==> src/rtl/serializer_pkg.sv <==
// Shared types and sizing helpers for the byte serializer and its hold buffer.
package serializer_pkg;

    localparam int unsigned SER_WIDTH_DEFAULT = 8;

    typedef enum logic [0:0] {
        IDLE  = 1'b0,
        SHIFT = 1'b1
    } ser_state_t;

    // Bit counter width; a 1-bit frame still needs a 1-bit counter.
    function automatic int unsigned ser_cnt_width(input int unsigned width);
        return (width > 1) ? $clog2(width) : 1;
    endfunction

endpackage

==> src/rtl/serializer_hold_buffer.sv <==
// One-entry holding register that lets the next byte wait while the current frame shifts out.
module serializer_hold_buffer
    import serializer_pkg::*;
#(
    parameter int unsigned WIDTH = SER_WIDTH_DEFAULT
) (
    input  logic             clk,
    input  logic             rst,
    input  logic             wr_i,
    input  logic [WIDTH-1:0] wr_data_i,
    input  logic             drain_i,
    output logic             full_o,
    output logic [WIDTH-1:0] data_o
);

    logic             full_q, full_d;
    logic [WIDTH-1:0] data_q, data_d;

    // Write and drain are mutually exclusive: a write needs the entry empty, a drain needs it full.
    always_comb begin
        full_d = full_q;
        data_d = data_q;
        if (wr_i) begin
            full_d = 1'b1;
            data_d = wr_data_i;
        end else if (drain_i) begin
            full_d = 1'b0;
        end
    end

    always_ff @(posedge clk) begin
        if (rst) begin
            full_q <= 1'b0;
            data_q <= '0;
        end else begin
            full_q <= full_d;
            data_q <= data_d;
        end
    end

    assign full_o = full_q;
    assign data_o = data_q;

endmodule

==> src/rtl/byte_serializer.sv <==
// Parallel-to-serial feeder: emits accepted bytes MSB first into a downstream serial-in shift register.
module byte_serializer
    import serializer_pkg::*;
#(
    parameter int unsigned WIDTH      = SER_WIDTH_DEFAULT,
    parameter logic        IDLE_LEVEL = 1'b0
) (
    input  logic             clk,
    input  logic             rst,
    input  logic [WIDTH-1:0] in_data,
    input  logic             in_valid,
    output logic             in_ready,
    output logic             shift_out,
    output logic             bit_valid,
    output logic             last_bit,
    output logic             frame_done,
    output logic             busy
);

    localparam int unsigned    CW       = ser_cnt_width(WIDTH);
    localparam logic [0:0]     ST_IDLE  = IDLE;
    localparam logic [0:0]     ST_SHIFT = SHIFT;
    localparam logic [CW-1:0]  CNT_LOAD = CW'(WIDTH - 1);

    logic [0:0]       state_q, state_d;
    logic [WIDTH-1:0] active_q, active_d;
    logic [CW-1:0]    cnt_q, cnt_d;

    logic             shift_out_q, shift_out_d;
    logic             bit_valid_q, bit_valid_d;
    logic             last_bit_q, last_bit_d;
    logic             frame_done_q;
    logic             busy_q, busy_d;
    logic             in_ready_q, in_ready_d;

    logic             accept;
    logic             hold_wr;
    logic             hold_drain;
    logic             hold_full;
    logic             hold_full_nxt;
    logic [WIDTH-1:0] hold_data;

    serializer_hold_buffer #(
        .WIDTH (WIDTH)
    ) u_hold (
        .clk       (clk),
        .rst       (rst),
        .wr_i      (hold_wr),
        .wr_data_i (in_data),
        .drain_i   (hold_drain),
        .full_o    (hold_full),
        .data_o    (hold_data)
    );

    assign accept = in_valid && !hold_full;

    // Next state: on the last-bit edge a held byte wins over a same-edge bypass.
    always_comb begin
        state_d    = state_q;
        active_d   = active_q;
        cnt_d      = cnt_q;
        hold_wr    = 1'b0;
        hold_drain = 1'b0;
        case (state_q)
            ST_IDLE: begin
                if (accept) begin
                    state_d  = ST_SHIFT;
                    active_d = in_data;
                    cnt_d    = CNT_LOAD;
                end
            end
            ST_SHIFT: begin
                if (cnt_q == '0) begin
                    if (hold_full) begin
                        active_d   = hold_data;
                        cnt_d      = CNT_LOAD;
                        hold_drain = 1'b1;
                    end else if (accept) begin
                        active_d = in_data;
                        cnt_d    = CNT_LOAD;
                    end else begin
                        state_d = ST_IDLE;
                    end
                end else begin
                    active_d = active_q << 1;
                    cnt_d    = cnt_q - CW'(1);
                    hold_wr  = accept;
                end
            end
            default: begin
                state_d = ST_IDLE;
            end
        endcase
    end

    // Outputs are precomputed from next state so they leave the block straight from flops.
    always_comb begin
        hold_full_nxt = hold_wr || (hold_full && !hold_drain);
        shift_out_d   = (state_d == ST_SHIFT) ? active_d[WIDTH-1] : IDLE_LEVEL;
        bit_valid_d   = (state_d == ST_SHIFT);
        last_bit_d    = (state_d == ST_SHIFT) && (cnt_d == '0);
        busy_d        = (state_d == ST_SHIFT) || hold_full_nxt;
        in_ready_d    = !hold_full_nxt;
    end

    always_ff @(posedge clk) begin
        if (rst) begin
            state_q      <= ST_IDLE;
            active_q     <= '0;
            cnt_q        <= '0;
            shift_out_q  <= IDLE_LEVEL;
            bit_valid_q  <= 1'b0;
            last_bit_q   <= 1'b0;
            frame_done_q <= 1'b0;
            busy_q       <= 1'b0;
            in_ready_q   <= 1'b1;
        end else begin
            state_q      <= state_d;
            active_q     <= active_d;
            cnt_q        <= cnt_d;
            shift_out_q  <= shift_out_d;
            bit_valid_q  <= bit_valid_d;
            last_bit_q   <= last_bit_d;
            frame_done_q <= last_bit_q;
            busy_q       <= busy_d;
            in_ready_q   <= in_ready_d;
        end
    end

    assign in_ready   = in_ready_q;
    assign shift_out  = shift_out_q;
    assign bit_valid  = bit_valid_q;
    assign last_bit   = last_bit_q;
    assign frame_done = frame_done_q;
    assign busy       = busy_q;

endmodule

==> config.mk <==
export PLATFORM = sky130hd
export DESIGN_NAME = byte_serializer
export DESIGN_NICKNAME = d
export VERILOG_FILES = /design/src/rtl/serializer_pkg.sv /design/src/rtl/serializer_hold_buffer.sv /design/src/rtl/byte_serializer.sv
export SDC_FILE = /design/constraint.sdc
export NUM_CORES = 1
export LEC_CHECK = 0
export BUFFER_PORTS_ARGS = -buffer_cell sky130_fd_sc_hd__buf_2
export CAP_MARGIN = 30
export CORE_UTILIZATION = 45
export CTS_CLUSTER_DIAMETER = 50
export DETAILED_ROUTE_END_ITERATION = 10
export PLACE_DENSITY = 0.65
export SYNTH_ARGS = -nofsm -noshare
export SYNTH_HDL_FRONTEND = slang
export SYNTH_SLANG_ARGS = --single-unit
==> constraint.sdc <==
create_clock -name clk -period 1.97 [get_ports clk]
set_input_delay 0 -clock clk [delete_from_list [all_inputs] [get_ports clk]]
set_output_delay 0 -clock clk [all_outputs]
set_load 0.02 [all_outputs]
==> reports/results.tsv <==
stage	metric	value	unit
finish	# nets final	165	
timing	Slew @ Worst Pin	549.1	ps
timing	Final Skew	4.322	ps
global_route	GRT overflow	0	
place	Post-DP HPWL	1.554	mm
timing	Final min period	1635	ps
power	Leak Pwr	0.0005381	uW
drt	Wirelength per Cell	12.35	um
drt	DRT Wirelength	2.210	mm
min_path	worst hold path type	primary input to flop	
yosys	Compound-Gate Fraction of Synth Area	13.17	%
yosys	cell area after synthesis	0.001140	mm2
power	Sw Ratio	28.89	%
critical_path	CP Max Fanout	9	
drt	met3 wire length	49	um
drt	M1 wire length	1.124	mm
drt	DRC Markers	0	
yosys	area share of fa/ha/maj cells after synthesis	2.195	%
timing	Final Setup Violations	0	
finish	share of layout cells above drive strength 1	21.85	%
finish	non-filler cells, final	179	
clock_network	CTS tree	done	
clock_network	CTS Buf Count	3	
clock_network	clock latency at the later pin of the worst-skew pair	310	ps
clock_network	# clock sinks	25	
yosys	main combinational cell family by area after synthesis	simple AND/OR/NAND/NOR gates	
floorplan	die width	52.33	um
timing	unrepaired setup endpoints after global routing	false	
timing	fin. max-slew vios	0	
clock_network	clk slew on worst S/H paths	130	ps
timing	Slew HR	63.39	%
clock_network	Clock Tree Buf Depth	2	
floorplan	starting density of the core	49.62	%
timing	Hold Violations, Final	0	
floorplan	die height	52.33	um
yosys	register area share after synthesis	43.91	%
place	I/O Buffers	16	
floorplan	Core Box Area	0.002297	mm2
timing	Tcrit/Tclk final	82.98	%
critical_path	R2R cell count	7	
floorplan	die area	0.002738	mm2
clock_network	htree depth	1	
yosys	mux contribution to synthesized area	13.94	%
drt	DR vias	921	
drt	met2 WL	1.024	mm
drt	drt first-iter violations	9	
clock_network	setup bufs post-CTS	0	
global_route	first-pass GRT wire length	3.905	mm
finish	area grow syn2layout	18.44	%
critical_path	Worst setup EP type	flop	
global_route	pin count of the biggest net entering global routing	24	
yosys	average cell area after synthesis	9.192	um2
yosys	Mapped Nets	137	
min_path	hold-critical path depth	3	
clock_network	Root Driver	clkbuf_4	
power	Net Switching	297.2	uW
global_route	initial antenna violation count	0	
global_route	GRT Total Usage	19.30	%
power	Internal	731.5	uW
clock_network	CTS resizes	0	
power	Peak VDD IR	0.0004659	V
yosys	Yosys reg bits	25	
clock_network	cts hold-fix bufs	8	
yosys	post-synthesis cell type count	30	
yosys	Simple-Gate Fraction of Synth Area	19.87	%
drt	post-DR vias/cell	5.145	
global_route	vias in the first global route	890	
timing	FMAX	611.8	MHz
drt	highest routed layer	met4	
place	placed cells	167	
critical_path	CP Class	flop to flop	
power	Reg power frac	54.8	%
yosys	Yosys warning total	0	
timing	setup TNS	0	ps
power	clock power share	21.4	%
yosys	Syn Inst Count	124	
run	Max-cap violations	0	
power	Power Dens Cells	762.0	mW/mm2
floorplan	site row count	17	
outcome	status	completed	
place	RD Place Congestion	0.7385	
critical_path	Worst setup SP type	flop	
critical_path	Worst Path Arrival	1880	ps
power	combinational power share	23.8	%
drt	Initial DRT Pass Iterations	3	
finish	n_diodes	0	
drt	post-route antenna net violation count	0	
floorplan	# IOs	17	
finish	most common cell after layout, fill and taps aside	dfxtp_1	
finish	most frequent cells in the layout	dfxtp_1 (25), nand2_1 (17), buf_2 (16)	
critical_path	worst path required time	2220	ps
yosys	Synth Area in XOR/XNOR	0	%
-- logic make-up after synthesis --
family                     after synthesis
and+or+nand+nor                         46
DFF                                     25
AOI/OAI and AO/OA                       24
muxes                                   15
buffers and inverters                   12
adders and majority gates                2
-- registers in the layout, summed over array words and instances (netlist names) --
register / count
in_ready: 1
bit_valid: 1
last_bit: 1
active_q: 7
busy: 1
cnt_q: 3
shift_out: 1
frame_done: 1
u_hold.full_o: 1
u_hold.data_o: 8
-- path summary, 6_finish.rpt --
path | startpoint | endpoint | slack (ps)
worst min register to register | last_bit$_SDFF_PP0_ | frame_done$_SDFF_PP0_ | 470
worst min-delay path | in_valid | busy$_SDFF_PP0_ | 30
worst max register to register | cnt_q[0]$_SDFF_PP0_ | active_q[1]$_SDFF_PP0_ | 340
worst max-delay path | cnt_q[0]$_SDFF_PP0_ | active_q[1]$_SDFF_PP0_ | 340
-- routing by layer --
layer / track usage [%] / vias to the layer above
met3: 3.478 / 2
li1: - / 478
met5: 0 / -
met2: 31.22 / 10
met1: 26.12 / 431
met4: 5.263 / 0
-- through the flow --
step           worst slack [ps]  hold WS (ps)  util [%]  power, uW  instance area [um2]
2_1_floorplan             330.6         71.61         -      749.2                 1140
3_5_place_dp              355.7         255.5     54.14      807.3                 1244
6_report                  335.3         26.69     58.77       1029                 1350
4_1_cts                   313.9         9.440     58.77       1044                 1350
5_1_grt                   189.6         35.67     58.77       1103                 1350
3_3_place_gp              425.2         246.6     54.14      801.2                 1244
-- critical path: stages, from the launching register on --
cell,delay [ps]
dfxtp_1,320
inv_1,130
ha_1,230
nor2b_1,280
buf_4,220
nand3_1,100
a21o_1,180
a21oi_1,120
-- power groups by stage --
stage / Sequential [uW] / Clock (uW) / Combinational, uW
CTS: 564 / 234 / 246
detailed placement: 575 / 0 / 232
global route: 570 / 260 / 273
finish: 564 / 220 / 245
floorplan: 578 / 0 / 171
global placement: 574 / 0 / 227
-- area by class of cell --
| type | count | area (um2) |
|---|---|---|
| flip-flops and latches | 25 | 500.5 |
| inverters | 4 | 15.01 |
| multi-input cells | 87 | 560.5 |
| well taps | 28 | 35.03 |
| repair buffers | 31 | 212.7 |
| clock buffers | 4 | 26.28 |
| fillers | 214 | 947.2 |
-- synth_stat cells, drive strengths merged --
library cell | instances | area share [%]
a211oi | 1 | 0.66
a21boi | 1 | 0.66
a21o | 7 | 4.6
a21oi | 11 | 4.8
a22oi | 1 | 0.66
a311oi | 1 | 0.77
and3b | 1 | 0.77
buf | 6 | 4.9
clkbuf | 2 | 0.66
clkinv | 1 | 0.33
dfxtp | 25 | 44
ha | 2 | 2.2
inv | 3 | 0.99
mux2 | 7 | 6.9
mux2i | 8 | 7.0
nand2 | 17 | 5.6
nand2b | 2 | 1.1
nand3 | 9 | 4.0
nand4 | 1 | 0.55
nor2 | 11 | 3.6
nor2b | 2 | 1.1
nor3 | 2 | 1.9
nor4b | 1 | 1.3
o21ai | 1 | 0.44
o22ai | 1 | 0.55
Power figures use the tool's default switching activity.
